==> src/rtl/ddfs_sweep_ctrl_if.sv <==
// Sweep-controller bundle: configuration handshake, run control and the FCW output side.
// The master drives configuration and control; the slave is the sweep controller.
interface ddfs_sweep_ctrl_if #(
  parameter int NBIT    = 16,
  parameter int DWELL_W = 16
);
  logic               cfg_valid;
  logic               cfg_ready;
  logic [NBIT-1:0]    cfg_f_start;
  logic [NBIT-1:0]    cfg_f_stop;
  logic [NBIT-1:0]    cfg_f_step;
  logic [DWELL_W-1:0] cfg_dwell;
  logic               cfg_cont;
  logic               start;
  logic               abort;
  logic [NBIT-1:0]    fcw;
  logic               busy;
  logic               step_strobe;
  logic               done;

  modport master (
    output cfg_valid, cfg_f_start, cfg_f_stop, cfg_f_step, cfg_dwell, cfg_cont,
    output start, abort,
    input  cfg_ready, fcw, busy, step_strobe, done
  );

  modport slave (
    input  cfg_valid, cfg_f_start, cfg_f_stop, cfg_f_step, cfg_dwell, cfg_cont,
    input  start, abort,
    output cfg_ready, fcw, busy, step_strobe, done
  );
endinterface

==> src/rtl/ddfs_sweep_ctrl.sv <==
// DDFS frequency sweep controller: steps the phase-accumulator increment (FCW)
// from a start to a stop value, holding each value for a programmable dwell.
module ddfs_sweep_ctrl #(
  parameter int NBIT    = 16,
  parameter int DWELL_W = 16
) (
  input  logic              clk,
  input  logic              rst,
  ddfs_sweep_ctrl_if.slave  bus
);

  typedef enum logic {
    IDLE,
    RUN
  } state_e;

  state_e             state_q;
  logic [NBIT-1:0]    fcw_q;
  logic               busy_q;
  logic               stepStrobe_q;
  logic               done_q;

  logic [NBIT-1:0]    cfgStart_q;
  logic [NBIT-1:0]    cfgStop_q;
  logic [NBIT-1:0]    cfgStep_q;
  logic [DWELL_W-1:0] cfgDwell_q;
  logic               cfgCont_q;
  logic               cfgUp_q;
  logic [DWELL_W-1:0] dwellCnt_q;

  logic               capture;
  logic [NBIT-1:0]    cfgStart_d;
  logic [NBIT-1:0]    cfgStop_d;
  logic [NBIT-1:0]    cfgStep_d;
  logic [DWELL_W-1:0] cfgDwell_d;
  logic               cfgCont_d;
  logic               cfgUp_d;

  logic [NBIT:0]      sum;
  logic [NBIT:0]      diff;
  logic [NBIT-1:0]    fcw_d;
  logic               atEnd;
  logic               dwellExpired;

  assign capture = (state_q == IDLE) && bus.cfg_valid;

  // The _d config is what is latched after this edge, so a start in the capture cycle already sees it.
  always_comb begin
    cfgStart_d = cfgStart_q;
    cfgStop_d  = cfgStop_q;
    cfgStep_d  = cfgStep_q;
    cfgDwell_d = cfgDwell_q;
    cfgCont_d  = cfgCont_q;
    cfgUp_d    = cfgUp_q;
    if (capture) begin
      cfgStart_d = bus.cfg_f_start;
      cfgStop_d  = bus.cfg_f_stop;
      cfgStep_d  = bus.cfg_f_step;
      cfgDwell_d = (bus.cfg_dwell == '0) ? DWELL_W'(1) : bus.cfg_dwell;
      cfgCont_d  = bus.cfg_cont;
      cfgUp_d    = (bus.cfg_f_start <= bus.cfg_f_stop);
    end
  end

  // The extra top bit of sum/diff flags overflow/underflow, which also clamps to stop.
  always_comb begin
    sum  = {1'b0, fcw_q} + {1'b0, cfgStep_q};
    diff = {1'b0, fcw_q} - {1'b0, cfgStep_q};
    if (cfgUp_q) begin
      fcw_d = (sum[NBIT] || (sum[NBIT-1:0] > cfgStop_q)) ? cfgStop_q : sum[NBIT-1:0];
    end else begin
      fcw_d = (diff[NBIT] || (diff[NBIT-1:0] < cfgStop_q)) ? cfgStop_q : diff[NBIT-1:0];
    end
    atEnd        = (fcw_q == cfgStop_q) || (cfgStep_q == '0);
    dwellExpired = (dwellCnt_q == '0);
  end

  always_ff @(posedge clk) begin
    if (rst) begin
      state_q      <= IDLE;
      fcw_q        <= '0;
      busy_q       <= 1'b0;
      stepStrobe_q <= 1'b0;
      done_q       <= 1'b0;
      cfgStart_q   <= '0;
      cfgStop_q    <= '0;
      cfgStep_q    <= '0;
      cfgDwell_q   <= DWELL_W'(1);
      cfgCont_q    <= 1'b0;
      cfgUp_q      <= 1'b0;
      dwellCnt_q   <= '0;
    end else begin
      stepStrobe_q <= 1'b0;
      done_q       <= 1'b0;
      cfgStart_q   <= cfgStart_d;
      cfgStop_q    <= cfgStop_d;
      cfgStep_q    <= cfgStep_d;
      cfgDwell_q   <= cfgDwell_d;
      cfgCont_q    <= cfgCont_d;
      cfgUp_q      <= cfgUp_d;
      case (state_q)
        IDLE: begin
          if (bus.start) begin
            state_q      <= RUN;
            fcw_q        <= cfgStart_d;
            busy_q       <= 1'b1;
            stepStrobe_q <= 1'b1;
            dwellCnt_q   <= cfgDwell_d - DWELL_W'(1);
          end
        end
        RUN: begin
          // The dwell counter holds the remaining cycles after the current one.
          if (bus.abort) begin
            state_q <= IDLE;
            busy_q  <= 1'b0;
          end else if (!dwellExpired) begin
            dwellCnt_q <= dwellCnt_q - DWELL_W'(1);
          end else if (atEnd) begin
            if (cfgCont_q) begin
              fcw_q        <= cfgStart_q;
              stepStrobe_q <= 1'b1;
              dwellCnt_q   <= cfgDwell_q - DWELL_W'(1);
            end else begin
              state_q <= IDLE;
              busy_q  <= 1'b0;
              done_q  <= 1'b1;
            end
          end else begin
            fcw_q        <= fcw_d;
            stepStrobe_q <= 1'b1;
            dwellCnt_q   <= cfgDwell_q - DWELL_W'(1);
          end
        end
        default: begin
          state_q <= IDLE;
          busy_q  <= 1'b0;
        end
      endcase
    end
  end

  assign bus.cfg_ready   = (state_q == IDLE);
  assign bus.fcw         = fcw_q;
  assign bus.busy        = busy_q;
  assign bus.step_strobe = stepStrobe_q;
  assign bus.done        = done_q;

endmodule
==> src/flat_wrapper.sv <==
// flat-port wrapper written by rule: the top's interface ports become plain ports
module ddfs_sweep_ctrl_flat 
#(
  parameter int NBIT    = 16,
  parameter int DWELL_W = 16
)
  (clk, rst, bus_cfg_valid, bus_cfg_f_start, bus_cfg_f_stop, bus_cfg_f_step, bus_cfg_dwell, bus_cfg_cont, bus_start, bus_abort, bus_cfg_ready, bus_fcw, bus_busy, bus_step_strobe, bus_done);
  ddfs_sweep_ctrl_if #(.NBIT(NBIT), .DWELL_W(DWELL_W)) bus_i ();
  input  logic clk;
  input  logic rst;
  input wire logic [$bits(bus_i.cfg_valid)-1:0] bus_cfg_valid;
  input wire logic [$bits(bus_i.cfg_f_start)-1:0] bus_cfg_f_start;
  input wire logic [$bits(bus_i.cfg_f_stop)-1:0] bus_cfg_f_stop;
  input wire logic [$bits(bus_i.cfg_f_step)-1:0] bus_cfg_f_step;
  input wire logic [$bits(bus_i.cfg_dwell)-1:0] bus_cfg_dwell;
  input wire logic [$bits(bus_i.cfg_cont)-1:0] bus_cfg_cont;
  input wire logic [$bits(bus_i.start)-1:0] bus_start;
  input wire logic [$bits(bus_i.abort)-1:0] bus_abort;
  output wire logic [$bits(bus_i.cfg_ready)-1:0] bus_cfg_ready;
  output wire logic [$bits(bus_i.fcw)-1:0] bus_fcw;
  output wire logic [$bits(bus_i.busy)-1:0] bus_busy;
  output wire logic [$bits(bus_i.step_strobe)-1:0] bus_step_strobe;
  output wire logic [$bits(bus_i.done)-1:0] bus_done;
  assign bus_i.cfg_valid = bus_cfg_valid;
  assign bus_i.cfg_f_start = bus_cfg_f_start;
  assign bus_i.cfg_f_stop = bus_cfg_f_stop;
  assign bus_i.cfg_f_step = bus_cfg_f_step;
  assign bus_i.cfg_dwell = bus_cfg_dwell;
  assign bus_i.cfg_cont = bus_cfg_cont;
  assign bus_i.start = bus_start;
  assign bus_i.abort = bus_abort;
  assign bus_cfg_ready = bus_i.cfg_ready;
  assign bus_fcw = bus_i.fcw;
  assign bus_busy = bus_i.busy;
  assign bus_step_strobe = bus_i.step_strobe;
  assign bus_done = bus_i.done;
  ddfs_sweep_ctrl #(.NBIT(NBIT), .DWELL_W(DWELL_W)) u_core (.clk(clk), .rst(rst), .bus(bus_i));
endmodule
==> config.mk <==
export PLATFORM = sky130hd
export DESIGN_NAME = ddfs_sweep_ctrl_flat
export DESIGN_NICKNAME = d
export VERILOG_FILES = /design/src/rtl/ddfs_sweep_ctrl_if.sv /design/src/rtl/ddfs_sweep_ctrl.sv /design/src/flat_wrapper.sv
export SDC_FILE = /design/constraint.sdc
export NUM_CORES = 1
export LEC_CHECK = 0
export ABC_AREA = 0
export BUFFER_PORTS_ARGS = -buffer_cell sky130_fd_sc_hd__buf_4
export CAP_MARGIN = 20
export CORE_AREA = 2 2 140 142
export CTS_CLUSTER_SIZE = 12
export DETAILED_ROUTE_END_ITERATION = 8
export DIE_AREA = 0 0 142 144
export HOLD_SLACK_MARGIN = 0.06
export SYNTH_ARGS = -nofsm -noshare
export SYNTH_HDL_FRONTEND = slang
export SYNTH_SLANG_ARGS = --single-unit
==> constraint.sdc <==
create_clock -name clk -period 5.2 [get_ports clk]
set_input_delay 0.78 -clock clk [delete_from_list [all_inputs] [get_ports clk]]
set_output_delay 0.78 -clock clk [all_outputs]
set_load 0.02 [all_outputs]
## Yosys cells after proc, flatten, opt, wreduce, memory -nomap -nowiden

Cells that the tools add are included.

- Register bits: 102
- Input port bits: 70
- Output and inout port bits: 20
- Word-level logic and storage cells: 77

- Add/sub/neg operators: 5
- Order comparisons: 3
- Equality and inequality tests: 9
- Muxes and demuxes: 34
- Bitwise operators: 3
- Reduce and logical (&&, ||, !) cells: 11

Operator list:

| operator | number |
|---|---|
| 2-to-1 mux 16 bit | 16 |
| case mux 16 bit (2 select lines) | 2 |
| logical NOT 16 bit | 3 |
| subtractor 16 x 1 -> 16 bit, second input constant | 3 |
| adder 16 x 16 -> 17 bit | 1 |
| subtractor 16 x 16 -> 17 bit | 1 |
| equality test 16 bit | 1 |
| greater-than comparator 16 bit | 1 |
| <= comparator 16 bit | 1 |
| less-than comparator 16 bit | 1 |
| 2-to-1 mux 1 bit | 13 |
| != test 3 bit, second input constant | 4 |
| AND reduction 4 bit | 2 |
| != test 2 bit, second input constant | 3 |
| case mux 1 bit (2 select lines) | 3 |
| OR reduction 5 bit | 1 |
| != test 4 bit, second input constant | 1 |
| logical OR 1 bit | 3 |
| NOT 1 bit | 3 |
| AND reduction 3 bit | 1 |
| logical AND 1 bit | 1 |

## Logic depth before layout (Yosys ltp)

- Depth after elaboration: 9
- Depth in mapped cells: 19
- Mapped depth without buffers: 18

## Worst setup path after synthesis

No wires, ideal clock.

- Path type: register to register
- Start point: register u_core.fcw_q[6] (netlist: u_core.bus.fcw[6])
- End point: register u_core.fcw_q[0] (netlist: u_core.bus.fcw[0])
- Library setup time: 0.088 ns
- Data arrival time: 4.364 ns
- Data required time: 5.112 ns
- Slack: 0.748 ns
- Cell stages (with the launch flop): 17
- Path buffers: 1
- Clock period less this slack: 4.452 ns
- Cell sequence: dfxtp_1 > ha_1 > clkbuf_1 > nor2b_1 > or4_1 > o211ai_1 > o31ai_1 > or4_1 > nand3_1 > ha_1 > nand4_1 > or4_1 > or3_1 > a21oi_4 > a21oi_4 > mux2_4 > a311oi_2

- Cells in the longest elaborated chain, start to end: 9
- Elaborated cells on any way between the ends: 17
- Classes of those cells: add/sub: 2; order compare: 2; eq/ne: 2; mux: 7; reduce/logical: 4

Ends and longest elaborated chain:

| what | line | RTL |
|---|---|---|
| start: declaration | ddfs_sweep_ctrl.sv:18 | `logic [NBIT-1:0] fcw_q;` |
| start signal: assignment | ddfs_sweep_ctrl.sv:105 | `fcw_q <= cfgStart_d;` |
| start signal: assignment | ddfs_sweep_ctrl.sv:120 | `fcw_q <= cfgStart_q;` |
| start signal: assignment | ddfs_sweep_ctrl.sv:129 | `fcw_q <= fcw_d;` |
| subtractor 16 x 16 -> 17 bit or adder 16 x 16 -> 17 bit (tied branches) | ddfs_sweep_ctrl.sv:68, ddfs_sweep_ctrl.sv:67 |  |
| less-than comparator 16 bit or greater-than comparator 16 bit (tied branches) | ddfs_sweep_ctrl.sv:72, ddfs_sweep_ctrl.sv:70 |  |
| logical OR 1 bit (on tied branches) | ddfs_sweep_ctrl.sv:72, ddfs_sweep_ctrl.sv:70 |  |
| 2-to-1 mux 16 bit (on tied branches) | ddfs_sweep_ctrl.sv:72, ddfs_sweep_ctrl.sv:70 |  |
| 2-to-1 mux 16 bit | ddfs_sweep_ctrl.sv:69 | `if (cfgUp_q) begin` |
| 2-to-1 mux 16 bit | ddfs_sweep_ctrl.sv:118 | `end else if (atEnd) begin` |
| 2-to-1 mux 16 bit | ddfs_sweep_ctrl.sv:116 | `end else if (!dwellExpired) begin` |
| 2-to-1 mux 16 bit | ddfs_sweep_ctrl.sv:113 | `if (bus.abort) begin` |
| case mux 16 bit (2 select lines) | ddfs_sweep_ctrl.sv:101 | `case (state_q)` |

Several ways; a longest one is shown, not always the timed one. The select of a mux whose other input is x is not followed.
A chain may end at the register's enable or synchronous reset.

## Worst setup path after layout

- Start point: register u_core.cfgStep_q[2]
- End point: register u_core.fcw_q[7] (netlist: u_core.bus.fcw[7])

- Cells in the longest elaborated chain, start to end: 9
- Elaborated cells on any way between the ends: 17
- Classes of those cells: add/sub: 2; order compare: 2; eq/ne: 1; mux: 7; reduce/logical: 5

Ends and longest elaborated chain:

| what | line | RTL |
|---|---|---|
| start: declaration | ddfs_sweep_ctrl.sv:25 | `logic [NBIT-1:0] cfgStep_q;` |
| start signal: assignment | ddfs_sweep_ctrl.sv:97 | `cfgStep_q <= cfgStep_d;` |
| subtractor 16 x 16 -> 17 bit or adder 16 x 16 -> 17 bit (tied branches) | ddfs_sweep_ctrl.sv:68, ddfs_sweep_ctrl.sv:67 |  |
| less-than comparator 16 bit or greater-than comparator 16 bit (tied branches) | ddfs_sweep_ctrl.sv:72, ddfs_sweep_ctrl.sv:70 |  |
| logical OR 1 bit (on tied branches) | ddfs_sweep_ctrl.sv:72, ddfs_sweep_ctrl.sv:70 |  |
| 2-to-1 mux 16 bit (on tied branches) | ddfs_sweep_ctrl.sv:72, ddfs_sweep_ctrl.sv:70 |  |
| 2-to-1 mux 16 bit | ddfs_sweep_ctrl.sv:69 |  |
| 2-to-1 mux 16 bit | ddfs_sweep_ctrl.sv:118 |  |
| 2-to-1 mux 16 bit | ddfs_sweep_ctrl.sv:116 |  |
| 2-to-1 mux 16 bit | ddfs_sweep_ctrl.sv:113 |  |
| case mux 16 bit (2 select lines) | ddfs_sweep_ctrl.sv:101 |  |

Several ways; a longest one is shown, not always the timed one. The select of a mux whose other input is x is not followed.

==> flow_summary.ini <==
[cts]
post_cts_resize_count = 0
worst_skew_pair.late_latency_ps = 370
clock_tree_from_tritoncts = yes
htreeDepth = 3
cts.sinks = 102
cts_made_buffers = 9
cts.path.max_buffers = 2
hold_buffers = 0
ctsRootBufferMaster = sky130_fd_sc_hd__clkbuf_16
post_cts_buffers = 0
worst_setup_hold_path_clk_slew_ps = 70

[yosys]
synth.avg_cell_area_um2 = 7.635
synth_async_sr_flop_share_pct = 0
synth_cell_type_count = 67
synth_top_area_cell = sky130_fd_sc_hd__dfxtp_1
synth-seq-area-share_pct = 24.74
most_numerous_cell_in_the_yosys_netlist = sky130_fd_sc_hd__nand2_1
netlist_top_cells_count = 155 x sky130_fd_sc_hd__nand2_1, 112 x sky130_fd_sc_hd__a21oi_1, 102 x sky130_fd_sc_hd__dfxtp_1
ys_ff_latch = 102
syn_area_um2 = 8253
synth.net_count = 1233
ys_top_cells_by_area = sky130_fd_sc_hd__dfxtp_1 25%, sky130_fd_sc_hd__ha_1 12%, sky130_fd_sc_hd__nand2_1 7.0%
dominantRegCellSynth = sky130_fd_sc_hd__dfxtp_1
synth_top_area_share_pct = 24.74
synth-edff-count = 0
synthCells = 1081
total_number_of_yosys_warnings = 0

[min_path]
timing.hold.worst_path_depth = 2
holdPathEnd = u_core.cfgDwell_q[15]
hold_path_class = flop to flop
min-delay-start = u_core.cfgDwell_q[15]

[routing]
drc_errors = 0
drt-initial-drc-count = 580
antenna_violating_nets_post_route = 0
routed-via-count = 7914
routed_length_per_instance_um = 18.10
detail_route.vias_per_cell = 5.751
wirelength_mm = 24.91
detailed_router_iteration_count_before_antenna_repair = 7

[floorplanning]
rows = 51
floorplan.initialDensity_pct = 43.26
dieArea_um2 = 20450
core-area_um2 = 19080
io-pin-count = 90
chipWidth_um = 142
die-height_um = 144

[final_layout]
num_antenna_cells = 0
synth_to_final_area_change_pct = 13.71
final_layout_size_suffix_gt1_share_pct = 12.74
fin_nets = 1287
final_core_util_pct = 49.18

[job]
maxCapViolations = 0

[global_routing]
first_global_vias = 7172
grt_max_degree = 60
grt_pass1_wl_mm = 39.28
antenna_found_initial = 0
track_usage_pct = 24.45
total_overflow_reported_by_the_global_router = 0

[timing]
number_of_slew_limit_violations_in_the_final_report = 0
rsz0062_at_grt = no
timing.max_slew.rel_slack_pct = 42.61
postLayoutSetupSlackWorst_ps = 409.2
final.setup_skew_ps = 16.83
final.min_clock_period_ps = 4791
timing.setup.tns_ps = 0
report.final.hold_viol_count = 0
finalSetupViolations = 0
clock.fmax_ghz = 0.2087
post-route-period-util_pct = 92.13
timing_worst_slew_pin_value_ps = 860.9

[critical_path]
worst_endpoint_required_time_ps = 5460
worst-r2r-cell-count = 16
reg2reg_setup_slack_ps = 410
worst_ep_arrival_time_ps = 5050
end_kind = flop
worst-path-max-fanout = 11
path_class = flop to flop
critical_path.reg2reg.startpoint = u_core.cfgStep_q[2]
critPathLaunchType = flop
timing.rr.end = u_core.bus.fcw[7]

[placed_design]
place.gp.congestion = 0.9260
io_buffers = 89
pre_cts_setup_slack_ps = 519.0
hpwlAfterDp_mm = 19.14

[outcome]
status = complete, no violations

[pwr]
power_leakage_nw = 4.062
powerDensity_nw_per_um2 = 324.7
vdd_drop_max_uv = 165.8
[worst max-delay path by stage]
stage / slack [ps] / from / end / cells past startpoint
6_report: 410 / u_core.cfgStep_q[2] / u_core.bus.fcw[7] / 16
5_1_grt: 160 / u_core.cfgStep_q[4] / u_core.bus.fcw[7] / 17
4_1_cts: 470 / u_core.cfgStep_q[2] / u_core.bus.fcw[7] / 16
3_5_place_dp: 520 / u_core.cfgStep_q[4] / u_core.bus.fcw[7] / 17
3_3_place_gp: 600 / u_core.cfgStep_q[4] / u_core.bus.fcw[7] / 17
2_1_floorplan: 750 / u_core.bus.fcw[6] / u_core.bus.fcw[0] / 16
[sequential cells by signal (all words and copies together), names as in the netlist]
name                    count
u_core.cfgStart_q          16
u_core.cfgStop_q           16
u_core.bus.done             1
u_core.state_q              1
u_core.bus.busy             1
u_core.cfgCont_q            1
u_core.cfgUp_q              1
u_core.dwellCnt_q          16
u_core.cfgStep_q           16
u_core.cfgDwell_q          16
u_core.bus.step_strobe      1
u_core.bus.fcw             16
[worst max-delay path: stages (launching register included)]
cell and delay (ps):
sky130_fd_sc_hd__dfxtp_1 390, sky130_fd_sc_hd__inv_1 60, sky130_fd_sc_hd__ha_1 390, sky130_fd_sc_hd__nand2b_1 200, sky130_fd_sc_hd__a221oi_1 530, sky130_fd_sc_hd__nor2_1 140
sky130_fd_sc_hd__o41ai_1 470, sky130_fd_sc_hd__xnor2_1 200, sky130_fd_sc_hd__ha_1 340, sky130_fd_sc_hd__nand4_1 130, sky130_fd_sc_hd__or4_1 520, sky130_fd_sc_hd__or3_1 430
sky130_fd_sc_hd__a21oi_4 200, sky130_fd_sc_hd__buf_4 210, sky130_fd_sc_hd__mux2i_1 190, sky130_fd_sc_hd__mux2i_1 90, sky130_fd_sc_hd__o21a_1 170
[through the flow]
| stage | hold WS, ps | instance area [µm²] | std cells | power [mW] |
|---|---|---|---|---|
| 2_1_floorplan | 436.8 | 8253 | 1081 | 1.934 |
| 6_report | 457.0 | 9384 | 1376 | 3.047 |
| 4_1_cts | 462.9 | 9384 | 1376 | 3.047 |
| 3_3_place_gp | 446.9 | 9099 | 1362 | 2.338 |
| 5_1_grt | 487.4 | 9384 | 1376 | 3.250 |
| 3_5_place_dp | 452.6 | 9099 | 1362 | 2.336 |
[final cells by class]
cell class	count	area (µm²)
Tap cell	238	297.8
Inverter	65	244.0
Sequential cell	102	2043
Fill cell	1907	9696
Multi-Input combinational cell	853	5733
Clock inverter	5	60.06
Clock buffer	9	225.2
Timing Repair Buffer	104	780.7
[report_power, final]
part / switching, mW / internal [mW] / total, mW
combinational: 0.847 / 0.574 / 1.42
sequential: 0.0797 / 0.845 / 0.925
clock: 0.328 / 0.372 / 0.700
total: 1.26 / 1.79 / 3.05
[metal layers]
metal	global-route usage, %	routed length [µm]	share of wire [%]	vias to the layer above
met5	0	0	0	-
met1	37.64	12900	52	3705
met3	3.046	1248	5.0	24
li1	-	-	-	3977
met2	35.14	10200	41	208
met4	7.421	552	2.2	0
[layout by cell type (no fill, tap or decap), types with 7 or more instances in the layout]
cell                          n
sky130_fd_sc_hd__inv_1       62
sky130_fd_sc_hd__xor2_1      26
sky130_fd_sc_hd__a211oi_1    41
sky130_fd_sc_hd__nor2b_1     25
sky130_fd_sc_hd__dfxtp_1    101
sky130_fd_sc_hd__a21oi_1    111
sky130_fd_sc_hd__nor2_1      76
sky130_fd_sc_hd__nand2_1    154
sky130_fd_sc_hd__xnor2_1     25
sky130_fd_sc_hd__nor3_1      14
sky130_fd_sc_hd__o21a_1       8
sky130_fd_sc_hd__buf_4      104
sky130_fd_sc_hd__ha_1        80
sky130_fd_sc_hd__mux2_2       7
sky130_fd_sc_hd__nand3_1     23
sky130_fd_sc_hd__mux2i_1     47
sky130_fd_sc_hd__clkbuf_16    9
sky130_fd_sc_hd__nand4_1     12
sky130_fd_sc_hd__a22oi_1      8
sky130_fd_sc_hd__o211ai_1    13
sky130_fd_sc_hd__nor4_1      22
sky130_fd_sc_hd__o21ai_0     36
sky130_fd_sc_hd__a21o_1      13
sky130_fd_sc_hd__a31oi_1     14
[kinds of logic (layout without fill, tap and decap cells)]
kind of cell | count (synthesis) | after routing | synth area share (%)
DFF | 102 | 102 | 24.74
and+or+nand+nor | 367 | 367 | 20.80
muxes | 55 | 55 | 6.837
buffers and inverters | 126 | 183 | 6.034
adders and majority gates | 82 | 82 | 12.61
xor gates and xnor gates | 51 | 51 | 5.412
AOI/OAI and AO/OA | 298 | 298 | 23.56
(Power assumes the default switching activity.)
